$ cat config.mk
export PLATFORM = sky130hd
export DESIGN_NAME = fetch_unit
export DESIGN_NICKNAME = d
export VERILOG_FILES = /design/src/rtl/fetch_unit.sv
export SDC_FILE = /design/constraint.sdc
export NUM_CORES = 1
export LEC_CHECK = 0
export CORE_ASPECT_RATIO = 1.75
export CORE_MARGIN = 4
export CORE_UTILIZATION = 30
export DETAILED_ROUTE_END_ITERATION = 8
export SETUP_SLACK_MARGIN = 0.4
export SYNTH_ARGS = -nofsm -noshare
export SYNTH_HDL_FRONTEND = slang
export SYNTH_SLANG_ARGS = --single-unit
export TNS_END_PERCENT = 100
$ cat constraint.sdc
create_clock -name clk -period 17.95 [get_ports clk]
set_clock_uncertainty 0.2 [all_clocks]
set_input_delay 3.59 -clock clk [delete_from_list [all_inputs] [get_ports clk]]
set_output_delay 3.59 -clock clk [all_outputs]
set_load 0.005 [all_outputs]
$ cat src/rtl/fetch_unit.sv
// ============================================================================
// Module      : fetch_unit
// Description : Single-issue instruction fetch stage with IF/ID register,
//               stall/redirect handling and RUN/FAULT address checking.
// Revision    : 1.0 - initial release
// ============================================================================
`default_nettype none

module fetch_unit #(
    parameter logic [31:0] RESET_PC   = 32'h0000_0000,
    parameter int          IMEM_WORDS = 45
) (
    input  logic        clk,
    input  logic        rst,
    output logic [31:0] pc,
    input  logic [31:0] instr_in,
    input  logic        stall,
    input  logic        redirect,
    input  logic [31:0] redirect_target,
    output logic [31:0] if_id_instr,
    output logic [31:0] if_id_pc,
    output logic        if_id_valid,
    output logic        fault,
    output logic [1:0]  fault_cause,
    output logic [31:0] fault_pc,
    output logic [31:0] fetch_count
);

    localparam logic [31:0] c_nop             = 32'h0000_0013;
    localparam logic [31:0] c_imem_words      = 32'(IMEM_WORDS);
    localparam logic [1:0]  c_cause_none      = 2'b00;
    localparam logic [1:0]  c_cause_range     = 2'b01;
    localparam logic [1:0]  c_cause_misalign  = 2'b10;

    typedef enum logic [0:0] {
        ST_RUN   = 1'b0,
        ST_FAULT = 1'b1
    } state_t;

    state_t      r_state;
    logic [31:0] r_pc;
    logic [31:0] r_if_id_instr;
    logic [31:0] r_if_id_pc;
    logic        r_if_id_valid;
    logic [1:0]  r_fault_cause;
    logic [31:0] r_fault_pc;
    logic [31:0] r_fetch_count;

    logic        w_target_aligned;
    logic        w_pc_in_range;
    logic [31:0] w_pc_plus4;
    logic [31:0] w_count_plus1;

    assign w_target_aligned = (redirect_target[1:0] == 2'b00);
    assign w_pc_in_range    = ((r_pc >> 2) < c_imem_words);
    assign w_pc_plus4       = r_pc + 32'd4;
    assign w_count_plus1    = r_fetch_count + 32'd1;

    // Priority inside RUN: redirect, then stall, then a normal fetch.
    always_ff @(posedge clk or posedge rst) begin
        if (rst) begin
            r_state       <= ST_RUN;
            r_pc          <= RESET_PC;
            r_if_id_instr <= c_nop;
            r_if_id_pc    <= 32'h0000_0000;
            r_if_id_valid <= 1'b0;
            r_fault_cause <= c_cause_none;
            r_fault_pc    <= 32'h0000_0000;
            r_fetch_count <= 32'h0000_0000;
        end else begin
            case (r_state)
                ST_RUN: begin
                    if (redirect) begin
                        r_if_id_valid <= 1'b0;
                        r_if_id_instr <= c_nop;
                        if (w_target_aligned) begin
                            r_pc <= redirect_target;
                        end else begin
                            r_state       <= ST_FAULT;
                            r_fault_cause <= c_cause_misalign;
                            r_fault_pc    <= redirect_target;
                        end
                    end else if (!stall) begin
                        if (w_pc_in_range) begin
                            r_if_id_instr <= instr_in;
                            r_if_id_pc    <= r_pc;
                            r_if_id_valid <= 1'b1;
                            r_pc          <= w_pc_plus4;
                            r_fetch_count <= w_count_plus1;
                        end else begin
                            r_state       <= ST_FAULT;
                            r_fault_cause <= c_cause_range;
                            r_fault_pc    <= r_pc;
                            r_if_id_valid <= 1'b0;
                            r_if_id_instr <= c_nop;
                        end
                    end
                end
                ST_FAULT: begin
                    // Stall is ignored here; only a redirect can leave FAULT.
                    r_if_id_valid <= 1'b0;
                    r_if_id_instr <= c_nop;
                    if (redirect) begin
                        if (w_target_aligned) begin
                            r_state       <= ST_RUN;
                            r_pc          <= redirect_target;
                            r_fault_cause <= c_cause_none;
                        end else begin
                            r_fault_cause <= c_cause_misalign;
                            r_fault_pc    <= redirect_target;
                        end
                    end
                end
                default: begin
                    r_state <= ST_RUN;
                end
            endcase
        end
    end

    assign pc          = r_pc;
    assign if_id_instr = r_if_id_instr;
    assign if_id_pc    = r_if_id_pc;
    assign if_id_valid = r_if_id_valid;
    assign fault       = (r_state == ST_FAULT);
    assign fault_cause = r_fault_cause;
    assign fault_pc    = r_fault_pc;
    assign fetch_count = r_fetch_count;

endmodule

`default_nettype wire

Yosys cells after proc, flatten, opt, wreduce, memory -nomap -nowiden
Index checks and enable logic that the tools add are counted.
{"block": "op_classes", "addsub": 2, "magnitude_cmp": 1, "eq_ne": 5, "muxes": 33, "bitwise_logic": 3, "reduce_logical": 5}
{"op": "two-way mux 32 bit", "count": 13}
{"op": "one-hot mux 32 bit (2 select lines)", "count": 3}
{"op": "adder 32 x 1 -> 32 bit (second input constant)", "count": 1}
{"op": "adder 32 x 3 -> 32 bit (second input constant)", "count": 1}
{"op": "less-than comparator 30 x 6 -> 1 bit (second input constant)", "count": 1}
{"op": "two-way mux 2 bit", "count": 6}
{"op": "!= test 3 bit (second input constant)", "count": 4}
{"op": "two-way mux 1 bit", "count": 8}
{"op": "AND reduction 4 bit", "count": 2}
{"op": "AND reduction 3 bit", "count": 2}
{"op": "one-hot mux 1 bit (2 select lines)", "count": 2}
{"op": "one-hot mux 2 bit (2 select lines)", "count": 1}
{"op": "inverter 1 bit", "count": 3}
{"op": "logical NOT 2 bit", "count": 1}
{"op": "!= test 2 bit (second input constant)", "count": 1}
{"block": "word_totals", "reg_bits": 164, "inputBits": 68, "out_inout_bits": 164}

Longest topological paths before layout
{"block": "logic_depth", "word_depth": 5, "ltp_mapped": 9}

Least setup slack after synthesis
Ideal clock, no wire load.
{"block": "synth_timing", "kind": "input to register", "startpoint": "input port redirect", "endpoint": "register r_pc[16], in the netlist pc[16]", "setup_time_ns": 0.126, "t_arrival_ns": 4.820, "required_time_ns": 17.624, "setup_slack_ns": 12.804, "stages": 5, "path_cell_list": "or2_2 nor4_1 nand4_1 o22ai_1 a21oi_1"}
{"block": "synth_between", "elab_chain_cells": 2, "word_cells_on_any_way": 6, "cone_classes": "3 x eq/ne; 2 x mux; 1 x reduce/logical"}
{"item": "start, declared", "line": "18", "source": "input logic redirect,"}
{"item": "!= test 3 bit (no line), or another cell as far along"}
{"item": "AND reduction 3 bit (no line) / one-hot mux 32 bit (2 select lines) (equally long branches)"}
{"item": "end signal, assigned", "line": "77", "source": "r_pc <= redirect_target;"}
{"item": "end signal, assigned", "line": "88", "source": "r_pc <= w_pc_plus4;"}
{"item": "end signal, assigned", "line": "106", "source": "r_pc <= redirect_target;"}
{"item": "end, declared", "line": "41", "source": "logic [31:0] r_pc;"}
Several ways; a longest one is shown, not always the timed one.
A chain may end at the register's enable or synchronous reset.

Worst setup path after layout
{"block": "layout_timing", "startpoint": "input port redirect", "endpoint": "register r_fetch_count[28], in the netlist fetch_count[28]"}
{"block": "layout_between", "elab_chain_cells": 2}
{"item": "inverter 1 bit (no line)"}
{"item": "AND reduction 4 bit (no line)"}
{"item": "end signal, assigned", "line": "89", "source": "r_fetch_count <= w_count_plus1;"}
{"item": "end, declared", "line": "47", "source": "logic [31:0] r_fetch_count;"}
Every way passes these cells.

==> impl_metrics.prom <==
# TYPE chip_impl_metric gauge
chip_impl_metric{name="die_h",unit="um"} 212
chip_impl_info{name="outcome",value="finished clean"} 1
chip_impl_metric{name="critical_path_cell_count",unit=""} 5
chip_impl_metric{name="placement.io_buffers",unit=""} 231
chip_impl_metric{name="final_period_minus_worst_setup_slack",unit="ns"} 6.61
chip_impl_metric{name="cts_inserted_buffers",unit=""} 17
chip_impl_info{name="ordered_cell_list_for_the_critical_path",value="clkdlybuf4s50_1 > nor3_4 > nand3_2 > nor4_4 > xor2_1"} 1
chip_impl_metric{name="synth_top_area_share",unit="%"} 56.5
chip_impl_metric{name="clkTransAtPathRegs",unit="ns"} 0.06
chip_impl_metric{name="clock_sinks",unit=""} 164
chip_impl_info{name="reg2reg_to",value="fetch_count[28]"} 1
chip_impl_info{name="synthTopCellsByArea",value="dfrtp_1 (57%), a22o_1 (3.9%), nand2_1 (3.8%), o221a_2 (2.5%), and2_1 (2.5%)"} 1
chip_impl_metric{name="fp.dieW",unit="um"} 125
chip_impl_metric{name="overall_fraction_of_global_route_tracks_in_use",unit="%"} 18.0
chip_impl_info{name="cts.root.buffer_cell",value="clkbuf_16"} 1
chip_impl_metric{name="hpwlAfterDp",unit="um"} 17300
chip_impl_metric{name="syn_nets",unit=""} 706
chip_impl_metric{name="worstPathArrival",unit="ns"} 6.76
chip_impl_info{name="tritoncts",value="yes"} 1
chip_impl_metric{name="first_iter_violations",unit=""} 359
chip_impl_info{name="grt_busiest_layer",value="met2"} 1
chip_impl_metric{name="drt_drc_violations_left",unit=""} 0
chip_impl_metric{name="grt_overflow_total",unit=""} 0
chip_impl_info{name="rsz0062_at_grt",value="no"} 1
chip_impl_metric{name="h-tree-depth",unit=""} 4
chip_impl_metric{name="grt_pass1_wl",unit="um"} 36700
chip_impl_metric{name="grt_pass1_vias",unit=""} 6070
chip_impl_metric{name="hold_viol_final",unit=""} 0
chip_impl_metric{name="antenna_left",unit=""} 0
chip_impl_metric{name="route.final.wire_length",unit="um"} 23800
chip_impl_metric{name="maxCapViolations",unit=""} 0
chip_impl_metric{name="synth_seq_cells",unit=""} 164
chip_impl_info{name="critPathKind",value="primary input to flip-flop"} 1
chip_impl_metric{name="cts_hold_repair.buffers",unit=""} 0
chip_impl_metric{name="routedWlPerCell",unit="um"} 20.2
chip_impl_metric{name="global_route.usage.met2",unit="%"} 33.1
chip_impl_metric{name="floorplan.initialDensity",unit="%"} 30.4
chip_impl_info{name="cpLargestDelayFamily",value="simple AND/OR/NAND/NOR gates"} 1
chip_impl_metric{name="fmax",unit="GHz"} 0.151
chip_impl_metric{name="dp_slack",unit="ns"} 10.78
chip_impl_metric{name="die-area",unit="sq mm"} 0.0264
chip_impl_metric{name="worst-path-buf-inv",unit=""} 1
chip_impl_metric{name="worstPathRequired",unit="ns"} 18.10
chip_impl_info{name="timing.critical_path.to_type",value="flip-flop"} 1
chip_impl_metric{name="layout.nets",unit=""} 931
chip_impl_metric{name="post_synth_inst_count",unit=""} 635
chip_impl_metric{name="maxSlewViolCount",unit=""} 0
chip_impl_info{name="worstHoldPathType",value="flip-flop to flip-flop"} 1
chip_impl_metric{name="timing.critical_path.fanout_max",unit=""} 47
chip_impl_metric{name="core",unit="sq mm"} 0.0234
chip_impl_metric{name="seq_area_frac_synth",unit="%"} 57.6
chip_impl_info{name="critPathSlowestCell",value="nand3_2"} 1
chip_impl_metric{name="total_negative_setup_slacks",unit="ns"} 0
chip_impl_metric{name="timing.final.crit_share",unit="%"} 36.8
chip_impl_info{name="setup.worst_path.start",value="redirect"} 1
chip_impl_metric{name="grt_util_met1",unit="%"} 20.3
chip_impl_metric{name="power_per_cell_area",unit="mW/mm^2"} 92.8
chip_impl_metric{name="tightest_slew",unit="ns"} 1.04
chip_impl_info{name="cp_capture_point",value="fetch_count[28]"} 1
chip_impl_metric{name="drt_pass1_iterations",unit=""} 5
chip_impl_metric{name="synth.lib_cells_used.distinct",unit=""} 54
chip_impl_metric{name="maximum_number_of_pins_on_one_net_before_global_route_repair",unit=""} 93
chip_impl_metric{name="ff2ff_path_depth",unit=""} 4
chip_impl_metric{name="timing.slew.headroom",unit="%"} 30.2
chip_impl_metric{name="cts_resized",unit=""} 0
chip_impl_metric{name="critical-path-max-stage-delay",unit="ns"} 0.97
chip_impl_metric{name="placement_rows",unit=""} 74
chip_impl_metric{name="grtUsageMet3",unit="%"} 3.99
chip_impl_metric{name="postLayoutSetupSlackWorst",unit="ns"} 11.34
chip_impl_info{name="worstReg2RegStart",value="fault"} 1
chip_impl_metric{name="cell_area_after_technology_mapping",unit="sq mm"} 0.00713
chip_impl_metric{name="avgSynthCellArea",unit="sq um"} 11.2
chip_impl_info{name="synth_largest_area_cell",value="dfrtp_1"} 1
chip_impl_metric{name="route.detailed.vias_per_inst",unit=""} 4.99
chip_impl_metric{name="clock_path_buffers",unit=""} 2
chip_impl_metric{name="fill_cells",unit=""} 2215
chip_impl_info{name="most_frequent_cells_in_the_layout",value="clkdlybuf4s50_1 (231), dfrtp_1 (161), nand2_1 (72)"} 1
chip_impl_metric{name="yosys_warnings",unit=""} 0
chip_impl_metric{name="finalSetupViolCount",unit=""} 0
chip_impl_info{name="layout.cells.most_common",value="clkdlybuf4s50_1"} 1
chip_impl_metric{name="initial_antenna_violation_count",unit=""} 0
chip_impl_metric{name="reg2reg_setup_slack",unit="ns"} 14.81
chip_impl_metric{name="vdd_drop_max",unit="mV"} 0.0653
chip_impl_metric{name="post-cts-setup-buffers",unit=""} 0
chip_impl_info{name="start_kind",value="primary input"} 1
chip_impl_metric{name="layout-area-overhead-vs-synth",unit="%"} 45.8
chip_impl_metric{name="number_of_diodes",unit=""} 0
chip_impl_metric{name="routabilityCongestion",unit=""} 0.835
chip_impl_metric{name="clkLatencyLatePin",unit="ns"} 0.44
chip_impl_metric{name="route.vias.total",unit=""} 5876
chip_impl_metric{name="ioPinCount",unit=""} 232
chip_impl_metric{name="layout-drive-gt1-share",unit="%"} 9.62
chip_impl_metric{name="leakage_power_summed_over_all_cells",unit="uW"} 0.00456
report_power, final:
part	switching, uW	total, uW	internal, uW
Combinational	57.9	134	75.9
Sequential	35.8	428	393
Clock	155	402	247
worst min-delay path by stage:
stage / end / cells after the start / start / slack, ns
after floorplan: fetch_count[31] / 1 / fetch_count[31] / 0.26
after global placement: fetch_count[31] / 1 / fetch_count[31] / 0.26
after detailed placement: fetch_count[31] / 1 / fetch_count[31] / 0.26
after CTS: fetch_count[31] / 1 / fetch_count[31] / 0.28
after global routing: if_id_pc[20] / 1 / if_id_pc[20] / 0.30
final: fetch_count[31] / 1 / fetch_count[31] / 0.27
state kept, by name, summed over array words and instances, names as in the netlist:
| register | flops |
|---|---|
| if_id_pc | 32 |
| fault_cause | 2 |
| if_id_instr | 32 |
| if_id_valid | 1 |
| pc | 32 |
| fault | 1 |
| fault_pc | 32 |
| fetch_count | 32 |
through the flow:
stage / util [%] / power (uW) / cell area [sq um] / hold slack, ns / instances
after global routing: 44.4 / 1000 / 10400 / 0.296 / 1177
after floorplan: - / 478 / 7130 / 0.265 / 635
after global placement: 41.6 / 568 / 9750 / 0.258 / 1145
final: 44.4 / 964 / 10400 / 0.269 / 1177
after CTS: 44.4 / 977 / 10400 / 0.277 / 1177
after detailed placement: 41.6 / 569 / 9750 / 0.264 / 1145
layout make-up:
cell class                      instances  area [sq um]  share of cell area (%)
Sequential cell                       164          4110                    39.5
Multi-Input combinational cell        409          2780                    26.7
Timing Repair Buffer                  239          2370                    22.8
Clock buffer                           19           433                    4.17
Tap cell                              304           380                    3.66
Clock inverter                         13           206                    1.99
Inverter                               29           114                    1.10
metal layers:
layer  vias up  wire, um
li1       2740         -
met1      2916      9180
met2       186     13000
met3        34      1050
met4         0       609
met5         -         0
kinds of logic after synthesis:
family | share of synthesized area, %
AO/OA/AOI/OAI | 15.0
XOR/XNOR | 3.81
adder cells (fa/ha/maj) | 0.527
buffers and inverters | 3.55
flip-flops | 57.6
multiplexers | 0.702
AND/OR/NAND/NOR | 18.8
worst register-to-register path: stages, from the launching register on:
cell and delay [ns]:
dfrtp_1 0.51, nor3_4 0.65, nand3_2 0.98, nor4_4 0.54, xor2_1 0.17
cell usage after synthesis, drive strengths merged:
library cell	number
mux2i	5
nor3	10
o2bb2ai	4
or3	19
inv	29
nand4	13
o21a	2
o32ai	2
and4	4
a32oi	4
a221o	1
buf	12
o21ai	28
or4	1
a22oi	15
nor4	14
dfstp	3
nand3b	1
a32o	1
xnor2	17
o22ai	9
nand2	73
and2	28
nor2	30
o221ai	1
o31ai	2
clkbuf	21
nand4b	1
a21oi	16
ha	3
xor2	14
or2	2
dfrtp	161
a22o	32
and3	12
o41ai	1
o211ai	1
nand3	23
o221a	16
o22a	3
a41oi	1
Note: power is estimated with default switching activity, not from simulation.
